$ cat src/rtl/bfly_support_unit.sv
// Support logic for a radix-2 butterfly: phase-clock divider, a four-word
// product store addressed by the divider phase, and a registered three-operand adder.
module bfly_support_unit #(
    parameter int unsigned N = 16
) (
    input  logic         i_clk,
    input  logic         i_rst,
    input  logic [N-1:0] i_word,
    input  logic         i_we,
    input  logic [N-1:0] i_a,
    input  logic [N-1:0] i_b,
    input  logic [N-1:0] i_c,
    output logic         o_clk_div8,
    output logic         o_clk_div16,
    output logic [1:0]   o_addr,
    output logic [N-1:0] o_word0,
    output logic [N-1:0] o_word1,
    output logic [N-1:0] o_word2,
    output logic [N-1:0] o_word3,
    output logic [N-1:0] o_sum,
    output logic         o_phase0
);

    localparam int unsigned CNT_W  = 4;
    localparam int unsigned ADDR_W = 2;

    // Declaration initialisers give a defined power-up state without a reset.
    logic [CNT_W-1:0] cnt    = '0;
    logic [N-1:0]     word0  = '0;
    logic [N-1:0]     word1  = '0;
    logic [N-1:0]     word2  = '0;
    logic [N-1:0]     word3  = '0;
    logic [N-1:0]     sum_q  = '0;

    // The phase clocks are taken straight from counter flops so they cannot glitch.
    assign o_clk_div8  = cnt[2];
    assign o_clk_div16 = cnt[3];
    assign o_addr      = ADDR_W'(cnt[3:2]);
    assign o_phase0    = ~o_clk_div8 & ~o_clk_div16;

    // Free-running phase counter.
    always_ff @(posedge i_clk) begin
        if (i_rst) begin
            cnt <= '0;
        end else begin
            cnt <= cnt + CNT_W'(1);
        end
    end

    // Product store; the address used is the one presented before the edge,
    // so a write on the 15->0 wrap lands in word3.
    always_ff @(posedge i_clk) begin
        if (i_rst) begin
            word0 <= '0;
            word1 <= '0;
            word2 <= '0;
            word3 <= '0;
        end else if (i_we) begin
            case (o_addr)
                2'd0:    word0 <= i_word;
                2'd1:    word1 <= i_word;
                2'd2:    word2 <= i_word;
                default: word3 <= i_word;
            endcase
        end
    end

    // Three-operand adder, wraps modulo 2^N with no carry-out.
    always_ff @(posedge i_clk) begin
        if (i_rst) begin
            sum_q <= '0;
        end else begin
            sum_q <= i_a + i_b + i_c;
        end
    end

    assign o_word0 = word0;
    assign o_word1 = word1;
    assign o_word2 = word2;
    assign o_word3 = word3;
    assign o_sum   = sum_q;

endmodule

$ cat config.mk
export PLATFORM = sky130hd
export DESIGN_NAME = bfly_support_unit
export DESIGN_NICKNAME = d
export VERILOG_FILES = /design/src/rtl/bfly_support_unit.sv
export SDC_FILE = /design/constraint.sdc
export NUM_CORES = 1
export LEC_CHECK = 0
export ABC_CLOCK_PERIOD_IN_PS = 6500
export BUFFER_PORTS_ARGS = -buffer_cell sky130_fd_sc_hd__buf_2
export CORE_UTILIZATION = 52
export DETAILED_ROUTE_END_ITERATION = 7
export PLACE_DENSITY = 0.85
export SYNTH_ARGS = -nofsm -noshare
export SYNTH_HDL_FRONTEND = slang
export SYNTH_SLANG_ARGS = --single-unit
$ cat constraint.sdc
create_clock -name i_clk -period 6.5 [get_ports i_clk]
set_clock_uncertainty 0.1 [all_clocks]
set_input_delay 1.625 -clock i_clk [delete_from_list [all_inputs] [get_ports i_clk]]
set_output_delay 1.625 -clock i_clk [all_outputs]
set_load 0.05 [all_outputs]
==> Yosys cells after proc, flatten, opt, wreduce, memory -nomap -nowiden <==
Index checks and enable logic that the tools add are counted.
{ "totals": {"register_bits": 84, "input_bits": 67, "output_inout_bits": 85, "word_cells": 21} }
{ "op_classes": {"addsub": 3, "eq_ne": 2, "bitwise_logic": 4, "reduce_logical": 6} }
{ "op_table": {"columns": ["operator", "count"], "rows": [
  ["adder 16 bit", 2],
  ["AND reduction 2 bit", 4],
  ["adder 4 x 1 -> 4 bit, second input constant", 1],
  ["NOT 1 bit", 3],
  ["OR reduction 3 bit", 1],
  ["equality test 2 x 1 -> 1 bit, second input constant", 1],
  ["equality test 2 bit, second input constant", 1],
  ["logical NOT 2 bit", 1],
  ["bitwise AND 1 bit", 1]
]} }

==> Depth between registers and ports, before layout <==
Gate-level depths: netlist of the first run.
{ "depth": {"depth_word": 4, "ltp_mapped": 11, "depth_no_buf": 11} }

==> Least setup slack after synthesis of the first run <==
No wires, ideal clock.
{ "synth_timing": {"path_kind": "input port to flip-flop", "from": "input i_a[1]", "to": "register sum_q[11], in the netlist o_sum[11]", "setup_ns": 0.121, "arrival_time_ns": 3.640, "required_time_ns": 6.279, "path_slack_ns": 2.640, "stages": 9, "n_path_buf": 0, "cell_sequence": "fa_1 ha_1 inv_1 fa_1 nor2b_1 o2111ai_1 a21oi_1 o21ai_0 mux2_2"} }
{ "synth_between": {"elab_chain_len": 2} }
{ "synth_rtl": {"columns": ["item", "line", "rtl"], "rows": [
  ["from (decl)", "10", "input logic [N-1:0] i_a,"],
  ["adder 16 bit (2 in a row)", "73", "sum_q <= i_a + i_b + i_c;"],
  ["to (signal assigned)", "73", null],
  ["to (decl)", "33", "logic [N-1:0] sum_q = '0;"]
]} }
No other way between the ends.
A chain may end at the register's enable or synchronous reset.

==> Final worst setup path of the first run <==
Ends and elaborated chain as after synthesis.

==> impl_metrics.yaml, run 1 <==
critical_path:
  critical_path.startpoint_type: "primary input"
  worstPathRequired_ns: 6.64
  path_class: "primary input to register"
  endpoint_kind: "register"
  arrival_ns: 4.02
  critical_path.max_fanout: 3
layout:
  drive_gt1_share_pct: 30.1
  layout_common_cells: "151 x buf_2, 138 x nand2_1, 84 x dfxtp_1, 76 x a21oi_1, 18 x nor2_1"
  multi_input_area_mm2: 0.00202
  syn_to_final_growth_pct: 24.9
  final_nets: 687
  seq_area_mm2: 0.00168
  n_fill_cell: 576
  final_common_cell: "buf_2"
  n_antenna_cell: 0
synthesis:
  avgSynthCellArea_um2: 8.49
  synth_cell_types: 40
  yosys_warnings: 0
  syn-instance-count: 452
  seq_area_frac_synth_pct: 43.8
  syn_nets: 550
  ys_ff_latch: 84
  syn_area_mm2: 0.00384
global_routing:
  grt_remaining_overflow: 0
  grt_max_degree: 88
  antenna_found_initial: 0
  grt_usage_pct: 25.4
  grt_pass1_wl_mm: 15.1
  first_global_vias: 3414
route:
  vias: 3582
  vias_per_cell: 5.19
  wl_per_cell_um: 13.6
  met3_length_um: 643
  drcViolationCount: 0
  routed-wl-met2_mm: 4.69
  drtIter0Drc: 142
  wl_met1_mm: 3.82
  highest_layer: "met4"
  drt.antenna.violating_nets: 0
  dr.pass1.iters: 4
  postRouteWirelength_mm: 9.40
floorplan:
  design.die.area_mm2: 0.00773
  ios: 152
  core_mm2: 0.00694
  die_y_um: 87.9
  rows: 30
  fp.dieW_um: 87.9
  initial_core_util_pct: 55.3
sta:
  period_share_pct: 59.7
  finalHoldViolations: 0
  max_slew_margin_pct: 25.5
  holdWs_ns: 0.354
  min_period_ns: 3.88
  fin_tns_setup_ns: 0
  drv_slew: 0
  finalSetupViolations: 0
  rsz0062_at_grt: "false"
  worstMarginPinSlew_ns: 1.11
  fmax_ghz: 0.258
job:
  drv_cap: 0
min_path:
  hold_path.class: "register to register"
clock_tree:
  cts_tree: "built"
  root_buffer: "clkbuf_8"
  cts_buffers: 9
  post-cts-setup-buffers: 0
  hold_buffers: 0
  clkSinkCount: 84
  cts_resized: 0
  clk_latency_ns: 0.35
  cts_max_level: 3
  clk_pin_slew_ns: 0.08
  cts.path.max_buffers: 2
power_and_ir_drop:
  p_leak_nw: 2.19
  ir_drop_v: 0.000169
  p_per_area_mw_per_mm2: 271
placement:
  gp_congestion: 0.882
  dp_hpwl_mm: 7.12
  io_buffers: 151
run_status:
  status: "finished clean"
-- worst max-delay path, stage by stage --
cell and delay [ns]:
buf_2 0.11, fa_1 0.55, ha_1 0.18, inv_1 0.06, fa_1 0.37, nor2b_1 0.23
o2111ai_1 0.19, a21oi_1 0.29, o21ai_0 0.14, mux2_2 0.28
-- worst paths after layout --
kind / from / end / slack (ns) / cells past startpoint
max: i_a[1] / o_sum[11]$_SDFF_PP0_ / 2.62 / 10
min: o_word0[1]$_SDFFE_PP0P_ / o_word0[1]$_SDFFE_PP0P_ / 0.35 / 2
min reg2reg: o_word0[1]$_SDFFE_PP0P_ / o_word0[1]$_SDFFE_PP0P_ / 0.35 / 2
max reg2reg: cnt[2]$_SDFF_PP0_ / o_word1[7]$_SDFFE_PP0P_ / 4.48 / 4
-- final cells by class --
cell class                      count  share of cell area, %
Clock buffer                        9                   2.58
Clock inverter                      7                   1.20
Inverter                            8                  0.626
Multi-Input combinational cell    334                   42.1
Sequential cell                    84                   35.1
Tap cell                           96                   2.51
Timing Repair Buffer              152                   15.9
-- layer usage --
layer	global-route usage, %	vias to the layer above
met3	4.24	26
li1	-	1769
met5	0	-
met1	29.6	1648
met2	44.7	139
met4	13.1	0
-- through the flow --
step           total power, mW  area [um^2]  worst slack, ns  instances  utilization, %
3_5_place_dp             0.968         4610             2.26        674            66.4
3_3_place_gp             0.958         4610             2.38        674            66.4
5_1_grt                   1.37         4790             2.53        690            69.0
6_report                  1.30         4790             2.62        690            69.0
2_1_floorplan            0.868         3840             2.64        452               -
4_1_cts                   1.31         4790             2.63        690            69.0
-- report_power, final --
part / internal, mW / switching (mW) / leakage (nW) / total [mW]
Clock: 0.144 / 0.199 / 0.0881 / 0.343
Combinational: 0.129 / 0.268 / 1.42 / 0.397
Sequential: 0.548 / 0.0131 / 0.685 / 0.561
Total: 0.821 / 0.480 / 2.19 / 1.30
-- cell usage after synthesis, drive strengths merged --
| cell type | instances | area [um^2] |
|---|---|---|
| a2111oi | 1 | 27.5 |
| dfxtp | 84 | 1680 |
| ha | 15 | 188 |
| nand2 | 138 | 518 |
| buf | 9 | 45.0 |
| xor2 | 4 | 35.0 |
| or3 | 1 | 6.26 |
| nor3b | 2 | 20.0 |
| mux2 | 3 | 37.5 |
| or3b | 1 | 8.76 |
| nor2b | 8 | 50.1 |
| nor2 | 18 | 67.6 |
| o211ai | 1 | 12.5 |
| o2111ai | 1 | 8.76 |
| o21ai | 6 | 30.0 |
| nand4b | 1 | 8.76 |
| nand3 | 4 | 25.0 |
| a21oi | 77 | 389 |
| clkbuf | 17 | 63.8 |
| and3b | 1 | 8.76 |
| nor3 | 9 | 45.0 |
| or4b | 1 | 13.8 |
| and3 | 1 | 6.26 |
| nand2b | 2 | 12.5 |
| fa | 16 | 320 |
| xnor2 | 6 | 52.6 |
| nand3b | 1 | 7.51 |
| o221ai | 1 | 8.76 |
| nand4 | 1 | 6.26 |
| inv | 8 | 30.0 |
| or2 | 1 | 6.26 |
| a21o | 5 | 37.5 |
| o21a | 5 | 37.5 |
| a211oi | 3 | 22.5 |
-- state kept, by name (all words and copies together) (netlist names) --
register  cells
o_sum        16
o_word0      16
o_word1      16
o_word2      16
o_word3      16
cnt           4
-- cell families (layout without fill, tap and decap cells) --
family / count (synthesis) / after routing / share of synthesized area [%]
XOR/XNOR: 10 / 10 / 2.28
flip-flops: 84 / 84 / 43.8
AND/OR/NAND/NOR: 190 / 190 / 21.1
AO/OA/AOI/OAI: 100 / 100 / 15.0
adder cells (fa/ha/maj): 31 / 31 / 13.2
buffers and inverters: 34 / 176 / 3.62
multiplexers: 3 / 3 / 0.978
Note: power is estimated with default switching activity, not from simulation.
==> run 2, diff against run 1 <==
==> config.mk (replaced) <==
export PLATFORM = sky130hd
export DESIGN_NAME = bfly_support_unit
export DESIGN_NICKNAME = d
export VERILOG_FILES = /design/src/rtl/bfly_support_unit.sv
export SDC_FILE = /design/constraint.sdc
export NUM_CORES = 1
export LEC_CHECK = 0
export ABC_CLOCK_PERIOD_IN_PS = 3350
export BUFFER_PORTS_ARGS = -buffer_cell sky130_fd_sc_hd__buf_2
export CORE_UTILIZATION = 44
export DETAILED_ROUTE_END_ITERATION = 7
export PLACE_DENSITY = 0.76
export SYNTH_ARGS = -nofsm -noshare
export SYNTH_HDL_FRONTEND = slang
export SYNTH_SLANG_ARGS = --single-unit
==> constraint.sdc (replaced) <==
create_clock -name i_clk -period 3.35 [get_ports i_clk]
set_clock_uncertainty 0.1 [all_clocks]
set_input_delay 0.8375 -clock i_clk [delete_from_list [all_inputs] [get_ports i_clk]]
set_output_delay 0.8375 -clock i_clk [all_outputs]
set_load 0.05 [all_outputs]
==> impl_metrics.yaml, run 2 (synthesized netlist as in run 1, its figures left out) <==
run_status:
  status: "finished clean"
clock_tree:
  clk_latency_ns: 0.34
  post-cts-setup-buffers: 0
  clk_pin_slew_ns: 0.09
  cts_tree: "built"
  cts_buffers: 9
  cts_max_level: 3
  clkSinkCount: 84
  root_buffer: "clkbuf_8"
  cts_resized: 0
  hold_buffers: 0
  cts.path.max_buffers: 2
min_path:
  whs_endpoint: "cnt[0]$_SDFF_PP0_"
  hold_path.class: "register to register"
  hp-start: "cnt[0]$_SDFF_PP0_"
  hold_depth: 1
layout:
  final_nets: 695
  n_antenna_cell: 0
  drive_gt1_share_pct: 31.1
  syn_to_final_growth_pct: 27.2
  final_common_cell: "buf_2"
  fin_util_pct: 58.5
  layout_common_cells: "151 x buf_2, 138 x nand2_1, 84 x dfxtp_1, 76 x a21oi_1, 18 x nor2_1"
placement:
  dp_hpwl_mm: 7.24
  io_buffers: 151
  place_ws_ns: 0.0703
  gp_congestion: 0.884
power_and_ir_drop:
  power.total_mw: 2.55
  p_leak_nw: 2.23
  ir_drop_v: 0.000195
  p_per_area_mw_per_mm2: 522
sta:
  setup_ws_ns: 0.432
  holdWs_ns: 0.353
  max_slew_margin_pct: 52.0
  drv_slew: 0
  rsz0062_at_grt: "false"
  finalHoldViolations: 0
  worstMarginPinSlew_ns: 0.718
  fin_tns_setup_ns: 0
  min_period_ns: 2.92
  period_share_pct: 87.1
  fmax_ghz: 0.343
  finalSetupViolations: 0
critical_path:
  arrival_ns: 3.06
  critical_path.startpoint_type: "primary input"
  rr_startpoint: "cnt[3]$_SDFF_PP0_"
  regToRegSetupSlack_ns: 1.67
  path_class: "primary input to register"
  worstPathRequired_ns: 3.49
  r2r_end: "o_word3[8]$_SDFFE_PP0P_"
  endpoint_kind: "register"
  rr_worst_depth: 3
  critical_path.max_fanout: 3
global_routing:
  grt_max_degree: 62
  use_met1_pct: 25.0
  gr-usage-met3_pct: 5.02
  gr-usage-met2_pct: 35.1
  grt_usage_pct: 20.7
  first_global_vias: 3236
  grt-busiest-layer: "met2"
  antenna_found_initial: 0
  grt_pass1_wl_mm: 14.5
  grt_remaining_overflow: 0
floorplan:
  ios: 152
  die_y_um: 95.4
  core_mm2: 0.00834
  rows: 33
  initial_core_util_pct: 46.0
  fp.dieW_um: 95.4
  design.die.area_mm2: 0.00910
route:
  postRouteWirelength_mm: 9.48
  drt.antenna.violating_nets: 0
  drcViolationCount: 0
  drtIter0Drc: 101
  vias_per_cell: 5.06
  vias: 3578
  dr.pass1.iters: 5
  wl_per_cell_um: 13.4
job:
  drv_cap: 0
[run 2: cell types whose count changed in the layout (fill, tap and decap cells not counted)]
cell	delta
buf_4	+7
buf_12	+1
inv_6	-1
inv_8	+1
[run 2: worst max path at each step]
| stage | from | to | slack, ns |
|---|---|---|---|
| 3_3_place_gp | i_a[1] | o_sum[11]$_SDFF_PP0_ | 0.11 |
| 3_5_place_dp | i_a[1] | o_sum[11]$_SDFF_PP0_ | 0.07 |
| 5_1_grt | i_a[1] | o_sum[11]$_SDFF_PP0_ | 0.35 |
| 6_report | i_a[1] | o_sum[11]$_SDFF_PP0_ | 0.43 |
| 4_1_cts | i_a[1] | o_sum[11]$_SDFF_PP0_ | 0.44 |
| 2_1_floorplan | i_a[1] | o_sum[11]$_SDFF_PP0_ | 0.28 |
[run 2: power by group]
group | switching (mW) | internal [mW]
Combinational | 0.524 | 0.269
Clock | 0.386 | 0.282
Sequential | 0.0250 | 1.06
[run 2: per-layer routing]
metal  part of all wire, %  routed length (um)  up-vias
met5                     0                   0        -
met4                   1.8                 166        0
met3                   8.2                 773       14
met2                    48                4560      147
met1                    42                3980     1637
li1                      -                   -     1780
[run 2: worst max-delay path: stages]
cell and delay [ns]:
buf_2 0.11, fa_1 0.53, ha_1 0.16, inv_1 0.05
fa_1 0.37, nor2b_1 0.16, o2111ai_1 0.18, a21oi_1 0.24
o21ai_0 0.13, mux2_2 0.28
[run 2: area by class of cell]
type	instances	area [um^2]
clock inverters	7	60.1
clock buffers	9	124
fillers	748	3460
inverters	8	30.0
repair buffers	160	836
well taps	105	131
flip-flops and latches	84	1680
multi-input cells	334	2020
[run 2: stage by stage]
step / instance area [um^2] / std cells
after detailed placement: 4700 / 691
after CTS: 4880 / 707
after global routing: 4880 / 707
after global placement: 4700 / 691
final: 4880 / 707
after floorplan: 3840 / 452
